--- src/rtl/color_correct_pkg.sv ---
`default_nettype none
// ============================================================================
// Module      : color_correct_pkg
// Description : Shared definitions for the colour-correction-matrix stage:
//               beat-type encoding of the pixel stream, the coefficient
//               index constants (row = output channel, col = input channel)
//               and small helpers used to build the identity bank.
// Revision    : 1.0 - initial release
// ============================================================================
package color_correct_pkg;

    // Beat-type encoding of the video side channel (one-hot by class).
    localparam int             DTYPE_WIDTH       = 8;
    localparam logic [7:0]     DTYPE_FRAME_START = 8'h01;
    localparam logic [7:0]     DTYPE_FRAME_END   = 8'h02;
    localparam logic [7:0]     DTYPE_ROW_START   = 8'h04;
    localparam logic [7:0]     DTYPE_ROW_END     = 8'h08;
    localparam logic [7:0]     DTYPE_HEADER      = 8'h10;
    localparam logic [7:0]     DTYPE_PIXEL       = 8'h20;
    localparam logic [7:0]     DTYPE_PIXEL_MASK  = 8'h20;

    // Coefficient element index = 3*row + col.
    localparam int CCM_R_R = 0;
    localparam int CCM_R_G = 1;
    localparam int CCM_R_B = 2;
    localparam int CCM_G_R = 3;
    localparam int CCM_G_G = 4;
    localparam int CCM_G_B = 5;
    localparam int CCM_B_R = 6;
    localparam int CCM_B_G = 7;
    localparam int CCM_B_B = 8;

    function automatic int ccm_idx(input int row, input int col);
        return 3 * row + col;
    endfunction

    function automatic bit ccm_is_diag(input int idx);
        return (idx == CCM_R_R) || (idx == CCM_G_G) || (idx == CCM_B_B);
    endfunction

endpackage
`default_nettype wire

--- src/rtl/ccm_channel.sv ---
`default_nettype none
// ============================================================================
// Module      : ccm_channel
// Description : One output channel of the 3x3 colour matrix.
//               S1: three signed products registered.
//               S2: sum of products plus rounding constant registered.
//               S3: arithmetic shift, optional offset, clamp; output register
//                   only loads when the beat in S2 is a pixel (hold otherwise).
// Ports       : clk, rst            - clock, synchronous active-high reset
//               i_x[3]              - unsigned input channels (r,g,b)
//               i_coef[3]           - signed coefficients for this row
//               i_off               - signed offset (COLOR_CORRECT_OFFSET_EN)
//               i_load              - S2 beat is a valid pixel
//               o_pix               - clamped output channel
// Config      : COLOR_CORRECT_OFFSET_EN adds the i_off port and adder.
// Revision    : 1.0 - initial release
// ============================================================================
module ccm_channel
    import color_correct_pkg::*;
#(
    parameter int PIXEL_WIDTH = 10,
    parameter int COEF_WIDTH  = 12,
    parameter int COEF_FRAC   = 8
) (
    input  logic                              clk,
    input  logic                              rst,
    input  logic [2:0][PIXEL_WIDTH-1:0]       i_x,
    input  logic [2:0][COEF_WIDTH-1:0]        i_coef,
`ifdef COLOR_CORRECT_OFFSET_EN
    input  logic [PIXEL_WIDTH:0]              i_off,
`endif
    input  logic                              i_load,
    output logic [PIXEL_WIDTH-1:0]            o_pix
);

    localparam int c_PW = PIXEL_WIDTH + COEF_WIDTH + 1;  // product width
    localparam int c_SW = c_PW + 2;                       // sum width
    localparam logic signed [c_SW-1:0] c_ROUND = c_SW'(1) << (COEF_FRAC - 1);
    localparam logic signed [c_SW-1:0] c_MAX   = c_SW'((1 << PIXEL_WIDTH) - 1);

    logic signed [c_PW-1:0] w_x    [3];
    logic signed [c_PW-1:0] w_c    [3];
    logic signed [c_PW-1:0] r_prod [3];
    logic signed [c_SW-1:0] r_sum;
    logic signed [c_SW-1:0] w_shift;
    logic signed [c_SW-1:0] w_res;
    logic [PIXEL_WIDTH-1:0] w_clamp;

    // Both operands are widened to the product width so the multiply is
    // done entirely in signed c_PW-bit arithmetic; the true product fits.
    always_comb begin
        for (int i = 0; i < 3; i++) begin
            w_x[i] = {{(c_PW - PIXEL_WIDTH){1'b0}}, i_x[i]};
            w_c[i] = {{(c_PW - COEF_WIDTH){i_coef[i][COEF_WIDTH-1]}}, i_coef[i]};
        end
    end

    always_ff @(posedge clk) begin
        if (rst) begin
            for (int i = 0; i < 3; i++) begin
                r_prod[i] <= '0;
            end
        end else begin
            for (int i = 0; i < 3; i++) begin
                r_prod[i] <= w_x[i] * w_c[i];
            end
        end
    end

    always_ff @(posedge clk) begin
        if (rst) begin
            r_sum <= '0;
        end else begin
            r_sum <= {{2{r_prod[0][c_PW-1]}}, r_prod[0]}
                   + {{2{r_prod[1][c_PW-1]}}, r_prod[1]}
                   + {{2{r_prod[2][c_PW-1]}}, r_prod[2]}
                   + c_ROUND;
        end
    end

    assign w_shift = r_sum >>> COEF_FRAC;

`ifdef COLOR_CORRECT_OFFSET_EN
    // Offset travels alongside the beat so it matches the products it
    // was sampled with.
    logic [PIXEL_WIDTH:0] r_off1;
    logic [PIXEL_WIDTH:0] r_off2;

    always_ff @(posedge clk) begin
        if (rst) begin
            r_off1 <= '0;
            r_off2 <= '0;
        end else begin
            r_off1 <= i_off;
            r_off2 <= r_off1;
        end
    end

    assign w_res = w_shift + {{(c_SW - PIXEL_WIDTH - 1){r_off2[PIXEL_WIDTH]}}, r_off2};
`else
    assign w_res = w_shift;
`endif

    always_comb begin
        w_clamp = w_res[PIXEL_WIDTH-1:0];
        if (w_res[c_SW-1]) begin
            w_clamp = '0;
        end else if (w_res > c_MAX) begin
            w_clamp = '1;
        end
    end

    always_ff @(posedge clk) begin
        if (rst) begin
            o_pix <= '0;
        end else if (i_load) begin
            o_pix <= w_clamp;
        end
    end

endmodule
`default_nettype wire

--- src/rtl/color_correct.sv ---
`default_nettype none
// ============================================================================
// Module      : color_correct
// Description : Pipelined 3x3 colour-correction matrix, latency 3 cycles.
//               The coefficient bank is double-buffered: it is reloaded from
//               'coefs' on every valid FRAME_START beat, and that beat already
//               uses the new values. enable=0 substitutes the identity matrix
//               (exact pass-through) without changing latency.
// Ports       : clk, reset (sync, active-high), enable
//               dvi/dtypei/ri/gi/bi/meta_datai - input beat
//               coefs                          - 9 signed coefficients
//               offsets                        - 3 signed offsets (optional)
//               dvo/dtypeo/r/g/b/meta_datao    - output beat
// Config      : COLOR_CORRECT_OFFSET_EN adds 'offsets' and an offset bank.
// Revision    : 1.0 - initial release
// ============================================================================
module color_correct
    import color_correct_pkg::*;
#(
    parameter int PIXEL_WIDTH = 10,
    parameter int DATA_WIDTH  = 16,
    parameter int COEF_WIDTH  = 12,
    parameter int COEF_FRAC   = 8
) (
    input  logic                          clk,
    input  logic                          reset,
    input  logic                          enable,
    input  logic                          dvi,
    input  logic [DTYPE_WIDTH-1:0]        dtypei,
    input  logic [PIXEL_WIDTH-1:0]        ri,
    input  logic [PIXEL_WIDTH-1:0]        gi,
    input  logic [PIXEL_WIDTH-1:0]        bi,
    input  logic [DATA_WIDTH-1:0]         meta_datai,
    input  logic [9*COEF_WIDTH-1:0]       coefs,
`ifdef COLOR_CORRECT_OFFSET_EN
    input  logic [3*(PIXEL_WIDTH+1)-1:0]  offsets,
`endif
    output logic                          dvo,
    output logic [DTYPE_WIDTH-1:0]        dtypeo,
    output logic [PIXEL_WIDTH-1:0]        r,
    output logic [PIXEL_WIDTH-1:0]        g,
    output logic [PIXEL_WIDTH-1:0]        b,
    output logic [DATA_WIDTH-1:0]         meta_datao
);

    function automatic logic [9*COEF_WIDTH-1:0] f_identity();
        logic [9*COEF_WIDTH-1:0] v;
        v = '0;
        for (int i = 0; i < 9; i++) begin
            if (ccm_is_diag(i)) begin
                v[i*COEF_WIDTH +: COEF_WIDTH] = COEF_WIDTH'(1 << COEF_FRAC);
            end
        end
        return v;
    endfunction

    localparam logic [9*COEF_WIDTH-1:0] c_IDENTITY = f_identity();

    logic                         w_fs;
    logic                         w_pix;
    logic [9*COEF_WIDTH-1:0]      r_bank;
    logic [9*COEF_WIDTH-1:0]      w_bank;
    logic [9*COEF_WIDTH-1:0]      w_mat;
    logic [2:0][PIXEL_WIDTH-1:0]  w_x;
    logic [2:0][PIXEL_WIDTH-1:0]  w_out;

    logic                         r_dv1, r_dv2;
    logic                         r_pix1, r_pix2;
    logic [DTYPE_WIDTH-1:0]       r_dt1, r_dt2;
    logic [DATA_WIDTH-1:0]        r_md1, r_md2;

    assign w_fs  = dvi && (dtypei == DTYPE_FRAME_START);
    assign w_pix = dvi && ((dtypei & DTYPE_PIXEL_MASK) != '0);

    // The FRAME_START beat itself must see the incoming bank, so the
    // live 'coefs' bypass the register on that cycle.
    assign w_bank = w_fs ? coefs : r_bank;
    assign w_mat  = enable ? w_bank : c_IDENTITY;
    assign w_x    = {bi, gi, ri};

    always_ff @(posedge clk) begin
        if (reset) begin
            r_bank <= c_IDENTITY;
        end else if (w_fs) begin
            r_bank <= coefs;
        end
    end

`ifdef COLOR_CORRECT_OFFSET_EN
    logic [3*(PIXEL_WIDTH+1)-1:0] r_offs;
    logic [3*(PIXEL_WIDTH+1)-1:0] w_offs;

    assign w_offs = enable ? (w_fs ? offsets : r_offs) : '0;

    always_ff @(posedge clk) begin
        if (reset) begin
            r_offs <= '0;
        end else if (w_fs) begin
            r_offs <= offsets;
        end
    end
`endif

    // Side-channel delay line; matches the three arithmetic stages.
    always_ff @(posedge clk) begin
        if (reset) begin
            r_dv1      <= 1'b0;
            r_dv2      <= 1'b0;
            dvo        <= 1'b0;
            r_pix1     <= 1'b0;
            r_pix2     <= 1'b0;
            r_dt1      <= '0;
            r_dt2      <= '0;
            dtypeo     <= '0;
            r_md1      <= '0;
            r_md2      <= '0;
            meta_datao <= '0;
        end else begin
            r_dv1      <= dvi;
            r_dv2      <= r_dv1;
            dvo        <= r_dv2;
            r_pix1     <= w_pix;
            r_pix2     <= r_pix1;
            r_dt1      <= dtypei;
            r_dt2      <= r_dt1;
            dtypeo     <= r_dt2;
            r_md1      <= meta_datai;
            r_md2      <= r_md1;
            meta_datao <= r_md2;
        end
    end

    for (genvar ch = 0; ch < 3; ch++) begin : g_ch
        logic [2:0][COEF_WIDTH-1:0] w_row;

        for (genvar col = 0; col < 3; col++) begin : g_col
            assign w_row[col] = w_mat[ccm_idx(ch, col)*COEF_WIDTH +: COEF_WIDTH];
        end

        ccm_channel #(
            .PIXEL_WIDTH (PIXEL_WIDTH),
            .COEF_WIDTH  (COEF_WIDTH),
            .COEF_FRAC   (COEF_FRAC)
        ) u_ccm_channel (
            .clk    (clk),
            .rst    (reset),
            .i_x    (w_x),
            .i_coef (w_row),
`ifdef COLOR_CORRECT_OFFSET_EN
            .i_off  (w_offs[ch*(PIXEL_WIDTH+1) +: PIXEL_WIDTH+1]),
`endif
            .i_load (r_pix2),
            .o_pix  (w_out[ch])
        );
    end

    assign r = w_out[0];
    assign g = w_out[1];
    assign b = w_out[2];

endmodule
`default_nettype wire

--- config.mk ---
export PLATFORM = sky130hd
export DESIGN_NAME = color_correct
export DESIGN_NICKNAME = d
export VERILOG_FILES = /design/src/rtl/color_correct_pkg.sv /design/src/rtl/ccm_channel.sv /design/src/rtl/color_correct.sv
export SDC_FILE = /design/constraint.sdc
export NUM_CORES = 2
export LEC_CHECK = 0
export BUFFER_PORTS_ARGS = -buffer_cell sky130_fd_sc_hd__buf_4
export CAP_MARGIN = 25
export CORE_ASPECT_RATIO = 0.5
export CORE_MARGIN = 2
export CORE_UTILIZATION = 35
export DETAILED_ROUTE_END_ITERATION = 7
export PLACE_DENSITY = 0.55
export RECOVER_POWER = 100
export SLEW_MARGIN = 30
export SYNTH_ARGS = -nofsm -noshare
export SYNTH_HDL_FRONTEND = slang
export SYNTH_SLANG_ARGS = --single-unit
--- constraint.sdc ---
create_clock -name clk -period 13.6 [get_ports clk]
set_input_delay 0.68 -clock clk [delete_from_list [all_inputs] [get_ports clk]]
set_output_delay 0.68 -clock clk [all_outputs]
set_load 0.02 [all_outputs]
==> impl_metrics.ini <==
[synthesis]
ys_seq_area_share_pct = 14.8
synthFlopType = dfxtp_1
ys_types = 83
async_flop_share_pct = 0
syn_inst = 7201
ys_warn_count = 0
synth_enable_flop_cells = 0
ys_ff_latch = 473
synthesis.area_mm2 = 0.0639
synth_nets = 9068
syn_area_per_cell_um2 = 8.88

[sta]
fin_crit_sh_pct = 68.3
rsz0062_at_grt = no
fin_setup_tns_ns = 0
relSlewSlack_pct = -229
finalCriticalPeriod_ns = 9.29
hold_violations = 0
worstMarginPinSlew_ns = 4.93
setup_violations = 0
maxSlewViolCount = 331
skew_ns = 0.0410
max_freq_mhz = 108

[clock_network]
cts_made_buffers = 54
cts_hold_buf = 0
post_cts_resized = 0
htree_levels = 2
cts_tree = done
cts_setup_buffers = 0
path_clk_slew_ns = 0.06
root_buffer = clkbuf_16
cts_max_path_buffers = 3
clk_latency_ns = 0.68
cts_num_sinks = 473

[status]
run_status = finished with violations
violations = capacitance limit, slew limit

[die]
die_h_um = 306
core_mm2 = 0.181
io_pins = 221
dieWidth_um = 608
initial_core_util_pct = 35.4
dieArea_mm2 = 0.186
row_count = 110

[finish]
layout-drive-gt1-share_pct = 4.59
postLayoutCoreUtil_pct = 38.3
syn_to_final_growth_pct = 8.41
final_design_area_no_fill_mm2 = 0.0693
layout.nets = 9066

[setup_path]
arrival_ns = 9.59
cp.required_ns = 13.90
cp_max_fo = 98
end_kind = flip-flop
crit_type = in2reg
startpoint_type = input port

[drt]
postRouteAntennaNets = 0
wl_um = 160000
route.detailed.wl_per_inst_um = 16.6
drt-vias-per-instance = 4.68
drt_first_pass_iters = 8
drt_iter0_drc = 2239
vias = 45208
drc = 0

[global_routing]
first_global_vias = 46158
grt_use_total_pct = 17.4
grt_pass1_wl_um = 258000
grt_max_degree = 180
overflow = 0
antenna_found_initial = 10

[power_and_ir_drop]
peakVddDrop_uv = 108
switching_power_w = 0.000866
seqPwrFrac_pct = 43.1
p_leak_nw = 36.7
p_per_area_mw_per_mm2 = 47.4
power.internal_w = 0.00242
clkPwrFrac_pct = 47.9
switching_share_pct = 26.3
comb_power_share_pct = 8.9

[placed_design]
port_buffers = 220
placed_cell_area_mm2 = 0.0677
routabilityCongestion = 0.861
post-dp-hpwl_um = 126000

[hold_path]
hold_class = in2reg

[flow_run]
cap_violations = 5
## stage by stage
step | hold slack [ns] | setup slack [ns] | power [W] | cells
finish | 0.241 | 4.31 | 0.00329 | 9650
global route | 0.216 | 3.45 | 0.00342 | 9650
CTS | 0.194 | 5.81 | 0.00334 | 9649
detailed placement | 0.422 | 5.09 | 0.00175 | 9551
global placement | 0.415 | 5.10 | 0.00175 | 9551
floorplan | 0.414 | 6.53 | 0.00162 | 7201
## logic make-up (layout without fill, tap and decap cells)
family	count (synthesis)	after routing	synth area share (%)
and+or+nand+nor	2178	2178	16.9
buffers and inverters	1842	1882	10.8
adders and majority gates	1701	1701	45.3
AOI/OAI and AO/OA	583	583	6.05
DFF	473	473	14.8
xor gates and xnor gates	278	278	3.81
muxes	146	146	2.30
other	0	1	0
## path summary, 6_finish.rpt
| path | slack, ns | from | end | cells past startpoint |
|---|---|---|---|---|
| setup / recovery | 4.31 | reset | g_ch[0].u_ccm_channel.r_prod[0][51]$_SDFF_PP0_ | 4 |
| hold / removal | 0.24 | meta_datai[3] | r_md1[3]$_SDFF_PP0_ | 2 |
| setup reg to reg | 7.11 | r_bank[19]$_SDFF_PP0_ | g_ch[0].u_ccm_channel.r_prod[0][45]$_SDFF_PP0_ | 21 |
| hold reg to reg | 0.43 | r_md2[7]$_SDFF_PP0_ | meta_datao[7]$_SDFF_PP0_ | 1 |
## area by class of cell
type,count,area [um2]
clock buffers,68,1470
repair buffers,240,1600
diodes,1,2.50
clock inverters,30,415
multi-input cells,4886,47500
inverters,1544,5800
well taps,2408,3010
fillers,18472,111000
flip-flops and latches,473,9470
## registers in the layout, indices dropped and copies added (netlist names)
signal and cells:
dtypeo 8, r_dt2 8, r_bank 108, r_pix1 1, dvo 1, g_ch.u_ccm_channel.o_pix 30, r_dv1 1, g_ch.u_ccm_channel.r_prod 207
meta_datao 16, r_md1 16, r_pix2 1, g_ch.u_ccm_channel.r_sum 51, r_md2 16, r_dv2 1, r_dt1 8
## power groups by stage
stage | clock network (W) | registers [W] | logic, W
after global routing | 0.00167 | 0.00142 | 0.000324
after global placement | 0 | 0.00145 | 0.000300
final | 0.00158 | 0.00142 | 0.000294
after floorplan | 0 | 0.00145 | 0.000171
after detailed placement | 0 | 0.00145 | 0.000300
after CTS | 0.00162 | 0.00142 | 0.000303
## per-layer routing
metal / vias to the layer above / wire length (um) / global-route usage (%) / share of wire, %
li1: 21800 / - / - / -
met1: 22687 / 76300 / 24.6 / 48
met2: 595 / 74900 / 29.3 / 47
met3: 118 / 6170 / 1.76 / 3.9
met4: 8 / 2390 / 2.95 / 1.5
met5: - / 46 / 0 / 0.029
## worst max-delay path, cell delays in order
cell and delay (ns):
clkbuf_1 3.38, clkbuf_1 2.37, clkbuf_1 2.47, nor3_1 0.56
## synth_stat cells, types with 32 or more instances
library cell	number	area (um2)
inv_1	1544	5800
fa_1	1020	20400
ha_1	681	8520
nand2_1	615	2310
and2_1	563	3520
nor2_1	480	1800
dfxtp_1	473	9470
clkbuf_1	264	991
nor2b_1	245	1530
xnor2_1	191	1670
a21oi_1	182	911
mux2i_1	138	1380
o21ai_0	97	485
xor2_1	87	762
a21o_1	85	638
nor3_1	71	355
nand3_1	45	225
nand2b_1	38	238
and3_1	32	200
## cells in the final DEF (no fill, tap or decap), types with 9 or more instances in the layout
master,count
ha_1,681
nand2_1,615
clkbuf_16,54
nor3_1,71
inv_1,1544
o211ai_1,13
and2_1,550
nand3_1,45
dfxtp_1,472
nor2b_2,14
o21a_1,22
nand2b_1,38
a31o_2,9
a21o_1,85
fa_1,1020
buf_4,177
mux2i_1,138
o31ai_1,10
and3_1,32
clkbuf_1,67
o21bai_1,19
a31oi_1,22
xnor2_1,191
nor2b_1,231
nor4_1,9
a21oi_1,182
or2_2,13
xor2_1,87
a211oi_1,27
nor2_1,480
or3_1,18
nand4_1,10
and3b_1,14
and2_0,13
o21ai_0,99
(Power assumes the default switching activity.)
